<file path="src/rtl/ps2_rx_fifo.sv">
// ---------------------------------------------------------------------------
// ps2_rx_fifo
//   PS/2 device-to-host receiver that runs entirely in the system clock
//   domain, with a show-ahead FIFO on its output. Raw ps2_clk/ps2_data are
//   synchronised. Falling edges of the synchronised clock are detected from a
//   registered copy. 11-bit frames are assembled: start, DATA_BITS data bits
//   sent LSB first, odd parity, then stop. Each frame is checked, and good
//   bytes are pushed into the FIFO. A partial frame is dropped when the bus
//   stalls for TIMEOUT_CYC clocks.
//
// Optional build macro:
//   PS2_GLITCH_FILTER_EN - the synchronised ps2_clk passes a stability filter
//                          before edge detection. The filtered level changes
//                          only after FILTER_LEN consecutive samples at the
//                          new level. This adds FILTER_LEN clocks to the
//                          edge-detect latency.
//
// Ports:
//   clk          in   system clock
//   reset        in   asynchronous, active-high reset
//   ps2_clk      in   raw PS/2 clock (asynchronous)
//   ps2_data     in   raw PS/2 data (asynchronous)
//   rd_en        in   pop the head entry (ignored while empty)
//   rd_data      out  FIFO head; valid while rd_valid, 0 when empty
//   rd_valid     out  FIFO not empty
//   fifo_count   out  FIFO occupancy
//   parity_err   out  1-clk pulse: bad parity, frame dropped
//   frame_err    out  1-clk pulse: stop bit 0 or timeout, frame dropped
//   overflow     out  1-clk pulse: good frame dropped because FIFO full
//   o_dbg_state  out  receiver FSM state (IDLE=0, DATA=1, PARITY=2, STOP=3)
//
// Read handshake: rd_valid/rd_data show the oldest byte. A pop happens on
// every clock edge where rd_en && rd_valid. rd_data then moves to the next
// entry after that edge. rd_en while !rd_valid has no effect.
// ---------------------------------------------------------------------------
module ps2_rx_fifo #(
  parameter int DATA_BITS   = 8,
  parameter int FIFO_DEPTH  = 8,     // power of 2, >= 2
  parameter int SYNC_STAGES = 2,     // >= 2
  parameter int TIMEOUT_CYC = 5000,
  parameter int FILTER_LEN  = 4
) (
  input  logic                          clk,
  input  logic                          reset,
  input  logic                          ps2_clk,
  input  logic                          ps2_data,
  input  logic                          rd_en,
  output logic [DATA_BITS-1:0]          rd_data,
  output logic                          rd_valid,
  output logic [$clog2(FIFO_DEPTH):0]   fifo_count,
  output logic                          parity_err,
  output logic                          frame_err,
  output logic                          overflow,
  output logic [1:0]                    o_dbg_state
);

  localparam logic [1:0] ST_IDLE   = 2'd0;
  localparam logic [1:0] ST_DATA   = 2'd1;
  localparam logic [1:0] ST_PARITY = 2'd2;
  localparam logic [1:0] ST_STOP   = 2'd3;

  localparam int AW = $clog2(FIFO_DEPTH);
  localparam int BW = $clog2(DATA_BITS + 1);
  localparam int TW = $clog2(TIMEOUT_CYC + 1);

  // -------------------------------------------------------------------------
  // Input synchronisers. They reset to 1 (idle bus) so that reset release
  // does not look like a falling edge.
  // -------------------------------------------------------------------------
  logic [SYNC_STAGES-1:0] r_clk_sync;
  logic [SYNC_STAGES-1:0] r_dat_sync;
  logic                   w_clk_sync;
  logic                   w_dat;

  always_ff @(posedge clk or posedge reset) begin
    if (reset) begin
      r_clk_sync <= '1;
      r_dat_sync <= '1;
    end else begin
      r_clk_sync <= {r_clk_sync[SYNC_STAGES-2:0], ps2_clk};
      r_dat_sync <= {r_dat_sync[SYNC_STAGES-2:0], ps2_data};
    end
  end

  assign w_clk_sync = r_clk_sync[SYNC_STAGES-1];
  assign w_dat      = r_dat_sync[SYNC_STAGES-1];

  // -------------------------------------------------------------------------
  // Clock level used for edge detection (optionally glitch filtered).
  // -------------------------------------------------------------------------
  logic w_clk_level;

`ifdef PS2_GLITCH_FILTER_EN
  localparam int FW = $clog2(FILTER_LEN + 1);

  logic [FW-1:0] r_filt_cnt;
  logic          r_filt_clk;

  // The counter counts consecutive samples that differ from the current
  // filtered level. Any sample that agrees with the level restarts the count,
  // so pulses shorter than FILTER_LEN clocks never reach the edge detector.
  always_ff @(posedge clk or posedge reset) begin
    if (reset) begin
      r_filt_cnt <= '0;
      r_filt_clk <= 1'b1;
    end else if (w_clk_sync == r_filt_clk) begin
      r_filt_cnt <= '0;
    end else if (r_filt_cnt == FW'(FILTER_LEN - 1)) begin
      r_filt_cnt <= '0;
      r_filt_clk <= w_clk_sync;
    end else begin
      r_filt_cnt <= r_filt_cnt + 1'b1;
    end
  end

  assign w_clk_level = r_filt_clk;
`else
  logic w_unused_filter_len;
  assign w_unused_filter_len = (FILTER_LEN > 0);
  assign w_clk_level         = w_clk_sync;
`endif

  // -------------------------------------------------------------------------
  // Falling-edge detect. Data is sampled in the same cycle that w_fall is
  // high.
  // -------------------------------------------------------------------------
  logic r_clk_prev;
  logic w_fall;

  always_ff @(posedge clk or posedge reset) begin
    if (reset) r_clk_prev <= 1'b1;
    else       r_clk_prev <= w_clk_level;
  end

  assign w_fall = r_clk_prev & ~w_clk_level;

  // -------------------------------------------------------------------------
  // Frame receiver FSM
  // -------------------------------------------------------------------------
  logic [1:0]           r_state;
  logic [BW-1:0]        r_bitcnt;
  logic [DATA_BITS-1:0] r_shift;
  logic                 r_par;
  logic [TW-1:0]        r_to_cnt;

  logic w_timeout;
  logic w_stop_eval;
  logic w_par_ok;
  logic w_push;
  logic w_perr;
  logic w_ferr;

  // The timeout can only fire on a cycle with no falling edge. This keeps it
  // apart from the stop-bit check, so at most one error is raised per frame.
  assign w_timeout   = (r_state != ST_IDLE) && !w_fall &&
                       (r_to_cnt == TW'(TIMEOUT_CYC - 1));
  assign w_stop_eval = (r_state == ST_STOP) && w_fall;
  assign w_par_ok    = ((^r_shift) ^ r_par) == 1'b1;
  assign w_push      = w_stop_eval &  w_par_ok & w_dat;
  assign w_perr      = w_stop_eval & ~w_par_ok;
  assign w_ferr      = (w_stop_eval & w_par_ok & ~w_dat) | w_timeout;

  always_ff @(posedge clk or posedge reset) begin
    if (reset) begin
      r_state  <= ST_IDLE;
      r_bitcnt <= '0;
      r_shift  <= '0;
      r_par    <= 1'b0;
    end else if (w_timeout) begin
      r_state  <= ST_IDLE;
      r_bitcnt <= '0;
    end else if (w_fall) begin
      case (r_state)
        ST_IDLE: begin
          // A high start bit is treated as noise on an idle bus.
          if (!w_dat) begin
            r_state  <= ST_DATA;
            r_bitcnt <= '0;
          end
        end
        ST_DATA: begin
          // LSB arrives first: shift in at the MSB and move right.
          r_shift  <= {w_dat, r_shift[DATA_BITS-1:1]};
          r_bitcnt <= r_bitcnt + 1'b1;
          if (r_bitcnt == BW'(DATA_BITS - 1)) r_state <= ST_PARITY;
        end
        ST_PARITY: begin
          r_par   <= w_dat;
          r_state <= ST_STOP;
        end
        default: begin
          r_state  <= ST_IDLE;
          r_bitcnt <= '0;
        end
      endcase
    end
  end

  // Counts clocks since the last falling edge while a frame is in progress.
  always_ff @(posedge clk or posedge reset) begin
    if (reset)                                          r_to_cnt <= '0;
    else if (r_state == ST_IDLE || w_fall || w_timeout) r_to_cnt <= '0;
    else                                                r_to_cnt <= r_to_cnt + 1'b1;
  end

  assign o_dbg_state = r_state;

  // -------------------------------------------------------------------------
  // Show-ahead FIFO
  // -------------------------------------------------------------------------
  logic [DATA_BITS-1:0] r_mem [FIFO_DEPTH];
  logic [AW-1:0]        r_wr_ptr;
  logic [AW-1:0]        r_rd_ptr;
  logic [AW:0]          r_count;

  logic w_empty;
  logic w_full;
  logic w_pop;
  logic w_wr;
  logic w_ovf;

  assign w_empty = (r_count == '0);
  assign w_full  = (r_count == (AW+1)'(FIFO_DEPTH));
  assign w_pop   = rd_en & ~w_empty;
  // When the FIFO is full, a pop in the same cycle frees the slot being
  // written. The write targets the head location, which is read out this
  // cycle before the edge overwrites it.
  assign w_wr    = w_push & (~w_full | w_pop);
  assign w_ovf   = w_push &  w_full & ~w_pop;

  always_ff @(posedge clk) begin
    if (w_wr) r_mem[r_wr_ptr] <= r_shift;
  end

  // Pointer width equals log2(depth), so the increments wrap naturally.
  always_ff @(posedge clk or posedge reset) begin
    if (reset) begin
      r_wr_ptr <= '0;
      r_rd_ptr <= '0;
      r_count  <= '0;
    end else begin
      if (w_wr)  r_wr_ptr <= r_wr_ptr + 1'b1;
      if (w_pop) r_rd_ptr <= r_rd_ptr + 1'b1;
      case ({w_wr, w_pop})
        2'b10:   r_count <= r_count + 1'b1;
        2'b01:   r_count <= r_count - 1'b1;
        default: r_count <= r_count;
      endcase
    end
  end

  assign rd_valid   = ~w_empty;
  assign rd_data    = w_empty ? '0 : r_mem[r_rd_ptr];
  assign fifo_count = r_count;

  // -------------------------------------------------------------------------
  // Registered status pulses
  // -------------------------------------------------------------------------
  logic r_parity_err;
  logic r_frame_err;
  logic r_overflow;

  always_ff @(posedge clk or posedge reset) begin
    if (reset) begin
      r_parity_err <= 1'b0;
      r_frame_err  <= 1'b0;
      r_overflow   <= 1'b0;
    end else begin
      r_parity_err <= w_perr;
      r_frame_err  <= w_ferr;
      r_overflow   <= w_ovf;
    end
  end

  assign parity_err = r_parity_err;
  assign frame_err  = r_frame_err;
  assign overflow   = r_overflow;

endmodule

</file>
<file path="config.mk">
export PLATFORM = sky130hd
export DESIGN_NAME = ps2_rx_fifo
export DESIGN_NICKNAME = d
export VERILOG_FILES = /design/src/rtl/ps2_rx_fifo.sv
export SDC_FILE = /design/constraint.sdc
export NUM_CORES = 1
export LEC_CHECK = 0
export CAP_MARGIN = 10
export CORE_MARGIN = 1
export CORE_UTILIZATION = 30
export DETAILED_ROUTE_END_ITERATION = 16
export DONT_BUFFER_PORTS = 1
export GPL_TIMING_DRIVEN = 0
export PLACE_DENSITY = 0.5
export RECOVER_POWER = 25
export SYNTH_ARGS = -nofsm -noshare
export SYNTH_HDL_FRONTEND = slang
export SYNTH_SLANG_ARGS = --single-unit
</file>
<file path="constraint.sdc">
create_clock -name clk -period 3.3 [get_ports clk]
set_input_delay 0.495 -clock clk [delete_from_list [all_inputs] [get_ports clk]]
set_output_delay 0.495 -clock clk [all_outputs]
set_load 0.01 [all_outputs]
</file>
==> run metrics <==
drt first pass iters=4; RSZ-0062 raised after global routing=no; number of global-route vias before repair=2,573; max incr delay on CP=between 700 and 800 ps; CTS tree=done; io pins=23; Clock Skew=6.99 ps; total die area=around 16,000 µm²; gr usage total=between 10 and 15%; final setup fails=0; Max Root-Sink Buffers=2; most common flop cell mapped by yosys=edfxtp_1; Root Driver=clkbuf_16; startpoint types=flip-flop; Worst slew margin=44.0%; Pint=2890 µW; CP Capture Type=flip-flop; Post-DRT Antenna Nets=0; Port-buffer cells=0; R2R Setup Slk=330 ps; Slew Limit Fails=0; DR DRC count=0; maximum vdd drop=about 0.36 mV; Power Density=809 nW/µm²; CP Max Fanout=10; cell mode on critical path=xor2_1; EDFF count, synth=64; top area cells in the synthesized netlist=edfxtp_1 (40%), dfrtp_1 (22%), mux4_2 (7.6%); Crit-path slowest cell=nor4_4; status=finished, final reports clean; final instance area=5370 µm²; max cap viols=0; commonest non-fill, non-tap cell in the layout=edfxtp_1; launch point of the worst hold path=ps2_data; sequential fraction of the synthesis area=64.6%; Num Clock Sinks=110; Comb pwr share=30.4%; initial antenna violation count=0; Synth Register Bits=110; Critical R2R Capture=fifo_count[2]; initial core utilization=31.0%; clock power share=24.1%; post-DR wirelength/cell=~15 µm; Iter 0 DRT Violations=between 100 and 150; vias per cell=4.54; H-tree levels=3; Post-synth ARST share=41.8%; Distinct cells, synth=42; synth warn=0; R2R cell count=10; Ant. Diodes=0; Final GP Congestion=about 0.7; Highest Clock Rate=between 300 and 400 MHz; Hold Crit Class=input port to flip-flop; Mean Syn Cell Area=14.9 µm²; hpwl dp=approximately 5700 µm; first-pass GRT wire length=13,800 µm; Worst-Margin Slew=837 ps; CP top delay family=simple AND/OR/NAND/NOR gates; Vias=2,491; Yosys top cell area share=between 40% and 50%; reg2reg start=fifo_count[1]; share of cells above drive strength 1=17.8%; Mapped Cells=roughly 320; fin crit share=90.0%; Leak=0.00196 µW; Crit Path Class=flip-flop to flip-flop; GRT overflow=0; hold depth=0; Post-Syn Area=4760 µm²; Worst-Skew Late Latency=340 ps; commonest cells after routing, fill and taps aside=edfxtp_1 (64), dfrtp_1 (41), nor2_1 (32); core area=around 15,000 µm²; min Tclk post-route=2970 ps; total CTS buffers=9; Die X=between 100 and 150 µm; die height=128 µm; CP Cell Sequence=clkbuf_1 -> nor4_4 -> nor2b_1 -> ha_1 -> xor2_1 -> ha_1 -> a21oi_1 -> xor2_1 -> nor2_1 -> xor2_1; area leader, netlist=edfxtp_1; syn nets=335; NetSw=1450 µW; clk slew on worst S/H paths=~70 ps; largest net degree at the start of global routing=43; sequential power share=45.5%; Critical Path RT=around 3500 ps; Util after Layout=34.9%; Setup Fix Bufs, Post-CTS=0; Synth-to-Final Area Change=12.7%; hold violation count in the final report=0; site row count=45; nets=349; drt total wl=8350 µm; Min-Delay Endpoint=r_dat_sync[0]; Net Sw Frac=33.5%; critical path data arrival time=3190 ps; power consumption=4340 µW; crit path buf inv count=1; dpl cell area=between 5000 and 6000 µm²
-- worst max path at each step --
stage | start | to | slack [ps] | cells after the start
after floorplan | r_shift[0] | fifo_count[3] | 620 | 9
after global placement | fifo_count[1] | fifo_count[2] | -130 | 10
after detailed placement | fifo_count[1] | fifo_count[2] | -240 | 10
after CTS | r_shift[6] | r_mem[1][1] | 50 | 5
after global routing | fifo_count[1] | fifo_count[2] | 40 | 10
final | fifo_count[1] | fifo_count[2] | 330 | 10
-- cell usage after synthesis, types with 3 or more instances --
library cell   n
mux4_2        16
xor2_1        12
o21ai_0       10
a21oi_1        8
mux2i_1       10
a211oi_1       3
nand3_1        8
nor3_1         6
nand2_1       19
dfstp_2        5
edfxtp_1      64
inv_1         12
dfrtp_1       41
xnor2_1       10
nand2b_1       6
buf_2          3
nor2_1        32
ha_1          11
nor2b_1        4
mux2_2        10
-- cell families after synthesis --
logic type,synth area share (%)
simple gates,9.77
fa+ha+maj,2.89
compound gates,3.62
xor+xnor,5.49
mux,12.0
buf+inv,1.58
flops,64.6
-- power groups by stage --
stage	Combinational, µW	Clock, µW	Sequential [µW]
global placement	1310	0	1990
detailed placement	1330	0	2010
floorplan	1080	0	1920
CTS	1340	1090	1990
global route	1480	1140	2020
finish	1320	1050	1980
-- repair_timing --
action | in CTS | in global routing
gates resized for setup | 1 | 2
cloned | 0 | 0
hold endpoints to repair | 4 | 0
setup endpoints to repair | 2 | 9
hold buffers | 1 | 0
-- metrics by stage --
step | setup slack [ps] | TNS, ps | std cells | hold WS (ps)
final | 331 | 0 | 549 | 142
after floorplan | 615 | 0 | 319 | 345
after detailed placement | -243 | -331 | 531 | 268
after global placement | -127 | -127 | 530 | 347
after global routing | 39.0 | 0 | 549 | 126
after CTS | 52.9 | 0 | 548 | 130
-- state kept, by name (all words and copies together), names as in the netlist --
| signal | count |
|---|---|
| r_to_cnt | 13 |
| overflow | 1 |
| o_dbg_state | 2 |
| fifo_count | 4 |
| r_clk_sync | 2 |
| r_par | 1 |
| parity_err | 1 |
| r_clk_prev | 1 |
| r_dat_sync | 2 |
| r_wr_ptr | 3 |
| r_bitcnt | 4 |
| r_rd_ptr | 3 |
| r_shift | 8 |
| r_mem | 64 |
| frame_err | 1 |
-- routing by layer --
metal	GRT usage [%]	wire length, µm	vias up
met5	0	0	-
met4	3.53	105	0
met3	3.01	305	8
met2	18.0	3990	36
met1	14.9	3950	1252
li1	-	-	1195
-- final cells by class --
| cell class | count | area [µm²] |
|---|---|---|
| Buffer | 7 | 30.0 |
| Clock buffer | 10 | 239 |
| Clock inverter | 6 | 51.3 |
| Fill cell | 1482 | 10000 |
| Inverter | 12 | 45.0 |
| Multi-Input combinational cell | 190 | 1630 |
| Sequential cell | 110 | 3080 |
| Tap cell | 211 | 264 |
| Timing Repair Buffer | 3 | 35.0 |
Power figures use the tool's default switching activity.
